### config.mk
export PLATFORM = sky130hd
export DESIGN_NAME = payment_change_controller
export DESIGN_NICKNAME = d
export VERILOG_FILES = /design/src/rtl/payment_pkg.sv /design/src/rtl/payment_timeout_timer.sv /design/src/rtl/payment_change_controller.sv
export SDC_FILE = /design/constraint.sdc
export NUM_CORES = 1
export LEC_CHECK = 0
export ABC_AREA = 1
export ABC_CLOCK_PERIOD_IN_PS = 6860
export BUFFER_PORTS_ARGS = -buffer_cell sky130_fd_sc_hd__buf_2
export CORE_ASPECT_RATIO = 0.75
export CORE_UTILIZATION = 58
export DETAILED_ROUTE_END_ITERATION = 10
export PLACE_DENSITY = 0.85
export REMOVE_ABC_BUFFERS = 1
export SLEW_MARGIN = 5
export SYNTH_ARGS = -nofsm -noshare
export SYNTH_HDL_FRONTEND = slang
export SYNTH_SLANG_ARGS = --single-unit
### constraint.sdc
create_clock -name clock -period 6.86 [get_ports clock]
set_clock_uncertainty 0.05 [all_clocks]
set_input_delay 2.058 -clock clock [delete_from_list [all_inputs] [get_ports clock]]
set_output_delay 2.058 -clock clock [all_outputs]
set_load 0.01 [all_outputs]
### src/rtl/payment_pkg.sv
// Shared encodings for the vending sale sequencer: FSM states, denominations and money limits.
// Used by payment_change_controller and, under TIMEOUT_REFUND_EN, payment_timeout_timer.
package payment_pkg;

  typedef enum logic [2:0] {
    ST_IDLE      = 3'd0,
    ST_COLLECT   = 3'd1,
    ST_START     = 3'd2,
    ST_WAIT_DISP = 3'd3,
    ST_FINISH    = 3'd4
  } state_e;

  localparam logic [4:0] COIN2_VAL  = 5'd2;
  localparam logic [4:0] NOTE10_VAL = 5'd10;
  localparam logic [4:0] NOTE20_VAL = 5'd20;

  localparam logic [4:0] MAX_PRICE = 5'd28;
  // Dispenser ceiling; kept 6 bits wide so the running total compare cannot wrap.
  localparam logic [5:0] MAX_TOTAL = 6'd30;

  function automatic logic price_legal(input logic [4:0] p);
    return (p != 5'd0) && !p[0] && (p <= MAX_PRICE);
  endfunction

endpackage

### src/rtl/payment_timeout_timer.sv
// Inactivity counter for the COLLECT state; only instantiated when TIMEOUT_REFUND_EN is defined.
// expired_o fires during the TIMEOUT_CYCLES-th consecutive counted cycle.
module payment_timeout_timer #(
  parameter int TIMEOUT_CYCLES = 1000,
  parameter int TIMER_W        = 10
) (
  input  logic clk_i,
  input  logic rst_i,
  input  logic clear_i,
  input  logic count_i,
  output logic expired_o
);

  localparam logic [TIMER_W-1:0] LAST = TIMER_W'(TIMEOUT_CYCLES - 1);
  localparam logic [TIMER_W-1:0] ONE  = TIMER_W'(1);

  logic [TIMER_W-1:0] count_q;

  always_ff @(posedge clk_i) begin
    if (rst_i || clear_i) begin
      count_q <= '0;
    end else if (count_i) begin
      count_q <= count_q + ONE;
    end
  end

  assign expired_o = count_i && (count_q == LAST);

endmodule

### src/rtl/payment_change_controller.sv
// Sale sequencer: latches price, accumulates money, starts the change dispenser once per sale.
// Define TIMEOUT_REFUND_EN to add an inactivity auto-refund in COLLECT.
module payment_change_controller
  import payment_pkg::*;
#(
  parameter int TIMEOUT_CYCLES = 1000,
  parameter int TIMER_W        = 10
)
(
  input  logic       clock,
  input  logic       reset,
  input  logic       priceValid,
  input  logic [4:0] price,
  input  logic       coin2In,
  input  logic       note10In,
  input  logic       note20In,
  input  logic       cancel,
  input  logic       dispNoMoneyLeft,
  output logic [4:0] moneyToGive,
  output logic [4:0] paidTotal,
  output logic       insertReject,
  output logic       priceError,
  output logic       saleDone,
  output logic       refundDone,
  output logic       busy,
  output logic [2:0] state
);

  state_e     state_q, state_d;
  logic [4:0] price_q, price_d, paid_q, paid_d, give_q, give_d;
  logic       rej_q, rej_d, perr_q, perr_d, sale_q, sale_d, refund_q, refund_d;
  logic       is_sale_q, is_sale_d, busy_q;

  logic       any_ins, multi_ins, fits, accept, timeout, go_refund;
  logic [4:0] ins_val, change;
  logic [5:0] new_total;

  // Highest denomination wins; anything lower in the same cycle is dropped.
  always_comb begin
    any_ins   = note20In | note10In | coin2In;
    multi_ins = (note20In & (note10In | coin2In)) | (note10In & coin2In);
    if (note20In)      ins_val = NOTE20_VAL;
    else if (note10In) ins_val = NOTE10_VAL;
    else if (coin2In)  ins_val = COIN2_VAL;
    else               ins_val = '0;
    new_total = {1'b0, paid_q} + {1'b0, ins_val};
    fits      = (new_total <= MAX_TOTAL);
    change    = new_total[4:0] - price_q;
    accept    = (state_q == ST_COLLECT) && !cancel && any_ins && fits;
  end

`ifdef TIMEOUT_REFUND_EN
  payment_timeout_timer #(
    .TIMEOUT_CYCLES(TIMEOUT_CYCLES),
    .TIMER_W       (TIMER_W)
  ) u_timer (
    .clk_i    (clock),
    .rst_i    (reset),
    .clear_i  ((state_q != ST_COLLECT) || accept),
    .count_i  (state_q == ST_COLLECT),
    .expired_o(timeout)
  );
`else
  assign timeout = 1'b0;
`endif

  always_comb begin
    state_d   = state_q;
    price_d   = price_q;
    paid_d    = paid_q;
    give_d    = '0;
    rej_d     = any_ins;
    perr_d    = 1'b0;
    sale_d    = 1'b0;
    refund_d  = 1'b0;
    is_sale_d = is_sale_q;
    go_refund = 1'b0;
    case (state_q)
      ST_IDLE: begin
        if (priceValid) begin
          if (price_legal(price)) begin
            price_d = price;
            state_d = ST_COLLECT;
          end else begin
            perr_d = 1'b1;
          end
        end
      end
      ST_COLLECT: begin
        // Cancel beats insertion; an accepted insertion beats the timeout.
        if (cancel) begin
          go_refund = 1'b1;
        end else if (accept) begin
          paid_d = new_total[4:0];
          rej_d  = multi_ins;
          if (new_total >= {1'b0, price_q}) begin
            is_sale_d = 1'b1;
            if (change != 5'd0) begin
              give_d  = change;
              state_d = ST_START;
            end else begin
              sale_d  = 1'b1;
              state_d = ST_FINISH;
            end
          end
        end else if (timeout) begin
          go_refund = 1'b1;
        end
        if (go_refund) begin
          is_sale_d = 1'b0;
          if (paid_q != 5'd0) begin
            give_d  = paid_q;
            state_d = ST_START;
          end else begin
            refund_d = 1'b1;
            state_d  = ST_FINISH;
          end
        end
      end
      // give_d defaults to 0, so the dispenser sees the amount for exactly one cycle.
      ST_START: state_d = ST_WAIT_DISP;
      ST_WAIT_DISP: begin
        if (dispNoMoneyLeft) begin
          state_d  = ST_FINISH;
          sale_d   = is_sale_q;
          refund_d = !is_sale_q;
        end
      end
      ST_FINISH: begin
        paid_d  = '0;
        price_d = '0;
        state_d = ST_IDLE;
      end
      default: state_d = ST_IDLE;
    endcase
  end

  always_ff @(posedge clock) begin
    if (reset) begin
      state_q   <= ST_IDLE;
      price_q   <= '0;
      paid_q    <= '0;
      give_q    <= '0;
      rej_q     <= 1'b0;
      perr_q    <= 1'b0;
      sale_q    <= 1'b0;
      refund_q  <= 1'b0;
      is_sale_q <= 1'b0;
      busy_q    <= 1'b0;
    end else begin
      state_q   <= state_d;
      price_q   <= price_d;
      paid_q    <= paid_d;
      give_q    <= give_d;
      rej_q     <= rej_d;
      perr_q    <= perr_d;
      sale_q    <= sale_d;
      refund_q  <= refund_d;
      is_sale_q <= is_sale_d;
      busy_q    <= (state_d != ST_IDLE);
    end
  end

  assign moneyToGive  = give_q;
  assign paidTotal    = paid_q;
  assign insertReject = rej_q;
  assign priceError   = perr_q;
  assign saleDone     = sale_q;
  assign refundDone   = refund_q;
  assign busy         = busy_q;
  assign state        = state_q;

endmodule
* After elaboration in Yosys (flattened, before gate mapping)
Index checks and enable logic that the tools add are counted.
** Word-level totals
- Register bits :: 24
- Bits of input ports :: 13
- Output and inout port bits :: 18
- Word-level logic and storage cells :: 100
** Cells by class
- $add $sub $neg :: 2
- Magnitude comparators :: 3
- Equal/unequal tests :: 9
- Multiplexer cells :: 45
- Bitwise logic cells :: 9
- Reduce and logical (&&, ||, !) cells :: 22
** Operator list (number)
- 5-bit two-way mux :: 11
- 3-bit two-way mux :: 9
- 5-bit case mux with 2 select lines :: 2
- 1-bit two-way mux :: 18
- 5-bit nonzero test :: 3
- 3-bit case mux with 4 select lines :: 1
- 2-bit != test, second input constant :: 4
- 2-bit nonzero test :: 4
- 5-bit by 5-bit adder with 6-bit output :: 1
- 3-bit by 2-bit equality test with 1-bit output, second input constant :: 2
- 6-bit by 5-bit >= comparator with 1-bit output :: 1
- 6-bit by 5-bit <= comparator with 1-bit output, second input constant :: 1
- 3-bit AND reduction :: 2
- 5-bit <= comparator, second input constant :: 1
- 1-bit logical AND :: 5
- 5-bit subtractor :: 1
- 4-bit two-way mux :: 1
- 1-bit OR :: 4
- 1-bit case mux with 2 select lines :: 2
- 4-bit AND reduction :: 1
- 3-bit by 1-bit equality test with 1-bit output, second input constant :: 1
- 3-bit equality test, second input constant :: 1
- 1-bit logical NOT :: 3
- 3-bit logical NOT :: 1
- other kinds (7) :: 10

* Depth between registers and ports, before layout
- Depth in word-level cells :: 13
- Depth in mapped cells :: 22
- Mapped depth without buffers :: 21

* Worst setup path before layout
OpenSTA, ideal clock, no wires.
- Path type :: input to register
- Start :: in coin2In
- End :: reg busy_q, in the netlist busy
- Library setup time :: 114 ps
- Arrival time :: 4173 ps
- Data required time :: 6696 ps
- Path slack :: 2524 ps
- Stages on the path :: 19
- Path buffers :: 0
- Cell sequence :: inv_1 nand2_1 inv_1 nor2_1 ha_1 inv_1 fa_1 xnor2_1 ha_1 a21oi_1 nand3_1 nand3_1 nor2_4 nand2_4 nand2_2 nand2_1 nand2_2 nor2_1 nand2_1
** Between the ends
- Word-level cells in the longest chain between the ends :: 13
- Elaborated cells between the ends (all ways) :: 18
- Classes of those cells :: add/sub: 2; order compare: 2; mux: 9; bitwise: 1; reduce/logical: 4
** Ends and longest elaborated chain
- from (decl) :: line payment_change_controller.sv:14 : input logic coin2In,
- 2-bit two-way mux :: line payment_change_controller.sv:44 : else if (coin2In) ins_val = COIN2_VAL;
- 4-bit two-way mux :: line payment_change_controller.sv:43 : else if (note10In) ins_val = NOTE10_VAL;
- 5-bit two-way mux :: line payment_change_controller.sv:42 : if (note20In) ins_val = NOTE20_VAL;
- 5-bit by 5-bit adder with 6-bit output :: line payment_change_controller.sv:46 : new_total = {1'b0, paid_q} + {1'b0, ins_val};
- 5-bit subtractor :: line payment_change_controller.sv:48 : change = new_total[4:0] - price_q;
- 5-bit nonzero test :: line payment_change_controller.sv:98 : if (change != 5'd0) begin
- 3-bit two-way mux :: line payment_change_controller.sv:98
- 3-bit two-way mux :: line payment_change_controller.sv:96 : if (new_total >= {1'b0, price_q}) begin
- 3-bit two-way mux (*) :: line payment_change_controller.sv:93 : end else if (accept) begin
- 3-bit two-way mux (*) :: line payment_change_controller.sv:91 : if (cancel) begin
- 3-bit two-way mux (*) :: line payment_change_controller.sv:109 : if (go_refund) begin
- 3-bit case mux with 4 select lines (*) :: line payment_change_controller.sv:78 : case (state_q)
- 3-bit nonzero test (*) :: line payment_change_controller.sv:160 : busy_q <= (state_d != ST_IDLE);
- to (signal assigned) :: line payment_change_controller.sv:160
- to (decl) :: line payment_change_controller.sv:32 : logic is_sale_q, is_sale_d, busy_q;
Every way passes the cells marked *; elsewhere a longest branch is shown, timed or not.
A chain may end at the register's enable or synchronous reset.

* Worst setup path in the final report
Same ends and word-level chain as after synthesis.

==> impl_metrics.ini <==
[routing]
avgViaCountPerCell = 4.99
vias = 1333
drt_wl_total_microns = 2910
drtIter0Drc = 142
drc_errors = 0
wl_per_cell_microns = 10.9
antenna_left = 0
first_pass_iters = 4

[setup_path]
cp.required_ns = 7.07
slowest_stage = fa_1
path_cells = buf_2 -> inv_1 -> nand2_1 -> inv_1 -> nor2_1 -> ha_1 -> inv_1 -> fa_1 -> xnor2_1 -> ha_1 -> a21oi_1 -> nand3_1 -> nand3_1 -> nor2_4 -> nand2_4 -> nand2_2 -> o21bai_1 -> nand2_1 -> nand2_1
crit_type = input port to flip-flop
cp_max_fo = 6
critPathCaptureType = flip-flop
slowest_delay_ns = 0.39
crit_family = adder cells
crit_buf_inv = 4
start_kind = input port
cp_data_arrival_time_ns = 4.64

[timing]
fin_crit_sh_pct = 64.5
worst_slack_ns = 2.43
fmax_mhz = 226
setup_violations = 0
slew_viol_final = 0
totalNegativeSetupSlack_ns = 0
hold_ws_ns = 0.432
rsz0062_at_grt = false
finalCriticalPeriod_ns = 4.43
hold_viol_final = 0

[synth]
yosysSeqAreaShare_pct = 31.9
synth_ff_type = dfxtp_1
postSynthAreaPerCell_sq_um = 7.11
synth_edf_count = 0
yosys.area.top_type = dfxtp_1
synthDominantCellAreaShare_pct = 31.9
synth.distinct_cells = 28
synth-async-reset-ratio_pct = 0
synthCells = 203
ys_ff_latch = 23
netlist_area_sq_mm = 0.00144
ys_top_cells_by_area = dfxtp_1 (32%), nand2_1 (11%), ha_1 (8.7%)
yosysWarnings = 0

[die]
core-area_sq_mm = 0.00233
die_x_microns = 59.6
row_count = 15
die_area_sq_mm = 0.00269
dieHeight_microns = 45.2
pin_count = 31
start_util_pct = 62.0

[global_routing]
antenna_found_initial = 0
grt_max_degree = 14
grt-ovfl-total = 0
grt_pass1_wl_microns = 4720
grt_pass1_vias = 1110
grt.total_usage_pct = 24.0

[finish]
mostFrequentLayoutCells = nand2_1 (42), inv_1 (29), buf_2 (29), nor2_1 (25), dfxtp_1 (23)
area_delta_synth_final_pct = 13.6
drive_gt1_share_pct = 21.9
final_common_cell = nand2_1
nets = 259
n_antenna_cell = 0
fin_area_sq_mm = 0.00164

[clock_network]
htreeDepth = 1
cts.sink_count = 23
clkLatencyLatePin_ns = 0.31
clockBufferDepth = 2
cts_hold_buf = 0
postCtsSetupRepairBufs = 0
cts_inserted_buffers = 3
cts_tree = yes
cts-root-buf = clkbuf_4
post_cts_resized = 0
clkSlewWorstSetupHoldPaths_ns = 0.12

[power_and_ir_drop]
p_leak_nw = 0.841
ir_worst_vdd_uv = 146
p_per_area_mw_per_mm2 = 183

[place]
dp.final_hpwl_microns = 2360
place_congestion = 0.892
dpl_cell_area_sq_mm = 0.00161
place.port_buffers = 29
pre_cts_slack_ns = 2.16

[min_path]
min-delay-path-class = flip-flop to flip-flop

[run_status]
status = finished, final reports clean

[job]
cap_viol_max_count = 0
cells in the mapped netlist (2+ instances only):
cell,number
nand3b_1,3
buf_4,2
nor2_1,25
ha_1,10
nor2_4,3
nand2_1,42
inv_1,29
o21ai_0,10
nand2_4,2
nand2_2,2
a21oi_1,17
inv_2,5
a21oi_2,2
nand3_1,14
dfxtp_1,23
fa_1,2
sequential cells by signal (all words and copies together) (netlist names):
name	flops
saleDone	1
is_sale_q	1
price_q	5
state	3
busy	1
priceError	1
insertReject	1
moneyToGive	5
refundDone	1
paidTotal	4
logic make-up (layout without fill, tap and decap cells):
logic type | count (synthesis) | count (layout) | synth area share, %
buffers and inverters | 37 | 67 | 10.1
and+or+nand+nor | 97 | 97 | 33.3
xor gates and xnor gates | 2 | 2 | 1.21
other | 1 | 1 | 0.260
DFF | 23 | 23 | 31.9
adders and majority gates | 12 | 12 | 11.4
AOI/OAI and AO/OA | 31 | 31 | 11.7
worst register-to-register path, stage by stage (launching register included):
cell and delay [ns]:
dfxtp_1 0.43, ha_1 0.20, inv_1 0.06, fa_1 0.39
xnor2_1 0.24, ha_1 0.34, a21oi_1 0.24, nand3_1 0.13
nand3_1 0.18, nor2_4 0.05, nand2_4 0.06, nand2_2 0.05
o21bai_1 0.15, nand2_1 0.12, nand2_1 0.07
routing by layer:
metal,up-vias,GRT usage (%),share of wire (%)
met5,-,0,0
met4,0,5.12,0.75
met3,4,6.88,8.4
met2,53,36.6,42
met1,579,33.9,49
li1,697,-,-
stage by stage:
stage	util (%)	instances	power, W
3_3_place_gp	69.2	263	0.000239
5_1_grt	70.4	267	0.000322
6_report	70.4	267	0.000300
3_5_place_dp	69.2	263	0.000240
2_1_floorplan	-	200	0.000217
4_1_cts	70.4	267	0.000301
cell type report:
type | instances | area, sq um
inverter | 34 | 128
clock buffer | 3 | 22.5
fill | 230 | 688
sequential | 23 | 460
multi-input combinational | 143 | 836
tap | 34 | 42.5
clock inverter | 1 | 5.00
timing repair buffer | 29 | 145
worst paths after layout:
kind | to | startpoint | cells past startpoint | slack, ns
max reg2reg | busy | paidTotal[1] | 14 | 4.06
min | price_q[3] | price_q[3] | 2 | 0.43
max | busy | coin2In | 19 | 2.43
min reg2reg | price_q[3] | price_q[3] | 2 | 0.43
report_power, final:
group / internal (W) / switching, W / total, W
Sequential: 0.000140 / 0.00000452 / 0.000144
Clock: 0.0000218 / 0.0000399 / 0.0000617
Combinational: 0.0000341 / 0.0000599 / 0.0000940
(Power assumes the default switching activity.)
